<file path="src/rtl/out_arb.sv">
// ============================================================================
// out_arb : round-robin arbiter for one output port; grants one requester,
//           forwards its payload and counts completed transfers.  Rev 1.0
// ============================================================================
`ifndef PKT_W
`define PKT_W 32
`endif
`default_nettype none

module out_arb #(
  parameter int PYLD_W = `PKT_W,
  parameter int N_IN   = 5
) (
  input  logic                     clk,
  input  logic                     rst_n,
  input  logic [N_IN-1:0]          req,
  input  logic [N_IN*PYLD_W-1:0]   payload_i,
  output logic [N_IN-1:0]          arb_gnt,
  input  logic                     obuf_rdy,
  output logic                     obuf_vld,
  output logic [PYLD_W-1:0]        payload_o,
  output logic [15:0]              xfer_cnt,
  output logic                     drop_err
);

  localparam int PTR_W = (N_IN > 1) ? $clog2(N_IN) : 1;

  typedef enum logic [0:0] {
    IDLE  = 1'b0,
    GRANT = 1'b1
  } state_t;

  state_t            state, state_nxt;
  logic [PTR_W-1:0]  ptr, ptr_nxt, ptr_after, gnt_idx;
  logic [N_IN-1:0]   gnt_nxt, pending;
  logic [15:0]       cnt_nxt;
  logic              err_nxt, hit;

  // First set bit of v, searching upward from p and wrapping at N_IN-1.
  function automatic logic [N_IN-1:0] rr_pick(input logic [N_IN-1:0]  v,
                                              input logic [PTR_W-1:0] p);
    logic [N_IN-1:0]  oh;
    logic             found;
    logic [PTR_W:0]   sum;
    logic [PTR_W-1:0] idx;
    oh    = '0;
    found = 1'b0;
    for (int k = 0; k < N_IN; k++) begin
      sum = {1'b0, p} + (PTR_W+1)'(k);
      if (sum >= (PTR_W+1)'(N_IN)) sum = sum - (PTR_W+1)'(N_IN);
      idx = sum[PTR_W-1:0];
      if (!found && v[idx]) begin
        oh[idx] = 1'b1;
        found   = 1'b1;
      end
    end
    return oh;
  endfunction

  always_comb begin
    gnt_idx   = '0;
    payload_o = payload_i[PYLD_W-1:0];
    for (int i = 0; i < N_IN; i++) begin
      if (arb_gnt[i]) begin
        gnt_idx   = PTR_W'(i);
        payload_o = payload_i[i*PYLD_W +: PYLD_W];
      end
    end
  end

  assign obuf_vld  = (state == GRANT);
  assign hit       = |(arb_gnt & req);
  // The winner's request is still visible during its transfer cycle.
  assign pending   = req & ~arb_gnt;
  assign ptr_after = (gnt_idx == PTR_W'(N_IN-1)) ? '0 : gnt_idx + PTR_W'(1);

  always_comb begin
    state_nxt = state;
    gnt_nxt   = arb_gnt;
    ptr_nxt   = ptr;
    cnt_nxt   = xfer_cnt;
    err_nxt   = drop_err;
    case (state)
      IDLE: begin
        gnt_nxt = '0;
        if (|req) begin
          state_nxt = GRANT;
          gnt_nxt   = rr_pick(req, ptr);
        end
      end
      GRANT: begin
        if (!hit) begin
          err_nxt   = 1'b1;
          state_nxt = IDLE;
          gnt_nxt   = '0;
        end else if (obuf_rdy) begin
          ptr_nxt = ptr_after;
          cnt_nxt = xfer_cnt + 16'd1;
          if (|pending) begin
            gnt_nxt = rr_pick(pending, ptr_after);
          end else begin
            state_nxt = IDLE;
            gnt_nxt   = '0;
          end
        end
      end
      default: begin
        state_nxt = IDLE;
        gnt_nxt   = '0;
      end
    endcase
  end

  always_ff @(posedge clk) begin
    if (!rst_n) begin
      state    <= IDLE;
      arb_gnt  <= '0;
      ptr      <= '0;
      xfer_cnt <= '0;
      drop_err <= 1'b0;
    end else begin
      state    <= state_nxt;
      arb_gnt  <= gnt_nxt;
      ptr      <= ptr_nxt;
      xfer_cnt <= cnt_nxt;
      drop_err <= err_nxt;
    end
  end

endmodule

`default_nettype wire

</file>
<file path="config.mk">
export PLATFORM = sky130hd
export DESIGN_NAME = out_arb
export DESIGN_NICKNAME = d
export VERILOG_FILES = /design/src/rtl/out_arb.sv
export SDC_FILE = /design/constraint.sdc
export NUM_CORES = 1
export LEC_CHECK = 0
export BUFFER_PORTS_ARGS = -buffer_cell sky130_fd_sc_hd__buf_2
export CORE_MARGIN = 3
export CORE_UTILIZATION = 26
export CTS_BUF_LIST = sky130_fd_sc_hd__clkbuf_8
export DETAILED_ROUTE_END_ITERATION = 7
export SLEW_MARGIN = 15
export SYNTH_ARGS = -nofsm -noshare
export SYNTH_HDL_FRONTEND = slang
export SYNTH_SLANG_ARGS = --single-unit
</file>
<file path="constraint.sdc">
create_clock -name clk -period 4.76 [get_ports clk]
set_clock_uncertainty 0.2 [all_clocks]
set_input_delay 1.19 -clock clk [delete_from_list [all_inputs] [get_ports clk]]
set_output_delay 1.19 -clock clk [all_outputs]
set_load 0.01 [all_outputs]
</file>
==> flow_metrics.py <==
metrics = {
    "clock_tree": {
        "clk_pin_slew_worst_paths_ns": 0.09,
        "cts.hold.buffers_added": 0,
        "htreeDepth": 1,
        "clk_latency_ns": 0.27,
        "clk_path_buf_depth": 2,
        "ctsResizeCount": 0,
        "cts_tree": "built",
        "cts.sinks": 26,
        "postCtsSetupBuffers": 0,
        "cts_root_buf": "clkbuf_8",
        "cts_buffers": 3,
    },
    "critical_path": {
        "startpoint_type": "flop",
        "reg2reg_from": "arb_gnt[2]$_SDFFE_PN0P_",
        "rrSetupSlack_ns": 0.71,
        "cp_max_fo": 41,
        "critPathRequiredTime_ns": 4.77,
        "endpoint_kind": "flop",
        "crit_arrival_ns": 4.07,
        "critical_path_class": "flop to flop",
        "rr_endpoint": "arb_gnt[4]$_SDFFE_PN0P_",
        "reg2regPathDepth": 11,
    },
    "synth": {
        "syn_area_mm2": 0.00453,
        "synth_edf_count": 0,
        "syn_area_per_cell_um2": 6.48,
        "syn-num-nets": 882,
        "ys_seq_elements": 26,
        "async_reset_ff_share_pct": 0,
        "syn_inst": 699,
        "yosysWarnings": 0,
        "synth_flop_cell": "dfxtp_1",
        "ys_types": 74,
        "seq_area_frac_synth_pct": 11.5,
    },
    "die": {
        "fp.dieW_um": 138,
        "core_mm2": 0.0168,
        "ios": 223,
        "rows": 47,
        "dieArea_mm2": 0.0191,
        "die_h_um": 138,
        "initial_utilization_pct": 26.9,
    },
    "worst_hold_path": {
        "min_path_cells": 2,
        "hold_class": "flop to flop",
        "hp-start": "xfer_cnt[7]$_SDFFE_PN0P_",
        "min_to": "xfer_cnt[7]$_SDFFE_PN0P_",
    },
    "global_routing": {
        "grt_pass1_wl_um": 27800,
        "grt_max_degree": 50,
        "first_global_vias": 5336,
        "grt_use_total_pct": 17.0,
        "antenna_found_initial": 0,
        "gr-total-overflow": 0,
    },
    "timing": {
        "tns_ns": 0,
        "min_period_ns": 4.05,
        "period_share_pct": 85.2,
        "max_slew_margin_pct": 45.1,
        "rsz0062_at_grt": "false",
        "setup_viol": 0,
        "fmax_mhz": 247,
        "maxSlewViolCount": 0,
        "worst_pin_slew_ns": 0.815,
        "hold_viol_final": 0,
    },
    "finish": {
        "fill_cells": 1885,
        "register_area_um2": 526,
        "layout_commonest_cell": "buf_2",
        "final_cell_mix": "buf_2 (222), nor2_1 (98), a21oi_1 (83)",
        "multi_input_area_mm2": 0.00373,
        "instances_no_fill": 1103,
        "layout-drive-gt1-share_pct": 29.2,
        "area_delta_synth_final_pct": 29.4,
        "insertedDiodeCount": 0,
        "fin_nets": 1067,
    },
    "routing": {
        "drc": 0,
        "vias_per_cell": 5.26,
        "antenna_left": 0,
        "vias": 5800,
        "post_drt_wl_per_cell_um": 16.0,
        "wirelength_um": 17600,
        "first_pass_iters": 5,
        "drt_iter0_markers": 437,
    },
    "placement": {
        "gp_congestion": 1.07,
        "io_buffers": 222,
        "placedCellCount": 1099,
        "dpl.hpwl_um": 13900,
    },
    "status": {
        "outcome": "complete, no violations",
    },
    "flow_run": {
        "max-cap-violations": 0,
    },
    "power": {
        "vdd_ir_drop_max_v": 0.0000952,
        "p_leak_uw": 0.00258,
        "p_per_area_mw_per_mm2": 205,
    },
}
==> cells by family after synthesis <==
family	Yosys count	synth area share (%)
AO/OA/AOI/OAI	231	32.2
multiplexers	49	11.2
XOR/XNOR	18	3.48
flip-flops	26	11.5
AND/OR/NAND/NOR	289	31.1
buffers and inverters	71	6.18
adder cells (fa/ha/maj)	15	4.31
==> layer usage <==
metal / up-vias / routed length (um) / track usage [%]
li1: 2907 / - / -
met1: 2626 / 7940 / 24.1
met2: 245 / 8330 / 28.5
met3: 22 / 1100 / 1.90
met4: 0 / 227 / 2.76
met5: - / 0 / 0
==> critical path, cell delays in order (launching register included) <==
cell and delay, ns:
dfxtp_2 0.77, nor2b_1 0.21, nor2_1 0.22, nor2_1 0.07
ha_1 0.41, nand2_1 0.14, o32ai_1 0.55, o21ai_0 0.30
nand3b_1 0.31, or3b_2 0.50, o211ai_1 0.16, a32o_1 0.13
==> synthesized netlist by cell type (8+ instances only) <==
cell type | number | area share (%)
inv_1 | 18 | 1.5
a21o_1 | 9 | 1.5
nor2_1 | 98 | 8.1
nand2b_1 | 13 | 1.8
dfxtp_1 | 26 | 11
o21ai_0 | 55 | 6.1
xnor2_1 | 12 | 2.3
nand3_1 | 16 | 1.8
and2_1 | 15 | 2.1
mux2i_1 | 45 | 9.9
nor4_1 | 9 | 1.2
nor3_1 | 8 | 0.88
nand2_1 | 72 | 6.0
a21oi_1 | 83 | 9.2
clkbuf_1 | 45 | 3.7
ha_1 | 14 | 3.9
nor2b_1 | 21 | 2.9
==> power by group <==
part | total, uW | switching [uW] | internal, uW
Clock | 184 | 71.7 | 112
Combinational | 771 | 451 | 320
Sequential | 246 | 20.8 | 225
Total | 1200 | 543 | 658
==> state kept, by name (all words and copies together), names as in the netlist <==
register and cells:
drop_err 1, obuf_vld 1, ptr 3, xfer_cnt 16, arb_gnt 5
==> worst max-delay path by stage <==
stage | to | slack (ns) | cells after the start | from
after floorplan | arb_gnt[4]$_SDFFE_PN0P_ | 0.78 | 13 | arb_gnt[4]$_SDFFE_PN0P_
after global routing | arb_gnt[4]$_SDFFE_PN0P_ | 0.31 | 11 | arb_gnt[2]$_SDFFE_PN0P_
after detailed placement | arb_gnt[4]$_SDFFE_PN0P_ | 0.72 | 8 | req[3]
after global placement | arb_gnt[4]$_SDFFE_PN0P_ | 0.79 | 8 | req[3]
after CTS | arb_gnt[4]$_SDFFE_PN0P_ | 0.72 | 11 | arb_gnt[2]$_SDFFE_PN0P_
final | arb_gnt[4]$_SDFFE_PN0P_ | 0.71 | 11 | arb_gnt[2]$_SDFFE_PN0P_
==> per-stage QoR <==
step / hold WS (ns) / power [uW] / instance area, um2 / util [%] / setup WS (ns)
floorplan: 0.317 / 748 / 4530 / - / 0.780
global placement: 0.297 / 1010 / 5790 / 34.4 / 0.788
detailed placement: 0.312 / 1010 / 5790 / 34.4 / 0.717
CTS: 0.323 / 1200 / 5860 / 34.9 / 0.716
global route: 0.376 / 1310 / 5860 / 34.9 / 0.313
finish: 0.323 / 1200 / 5860 / 34.9 / 0.705
==> cell type report <==
class                   count  area share (%)
clock buffers               3           0.704
clock inverters             1           0.512
inverters                  18            1.15
multi-input cells         602            63.6
flip-flops and latches     26            8.96
well taps                 220            4.69
repair buffers            233            20.4
No activity file was read; power rests on OpenSTA's default activity.
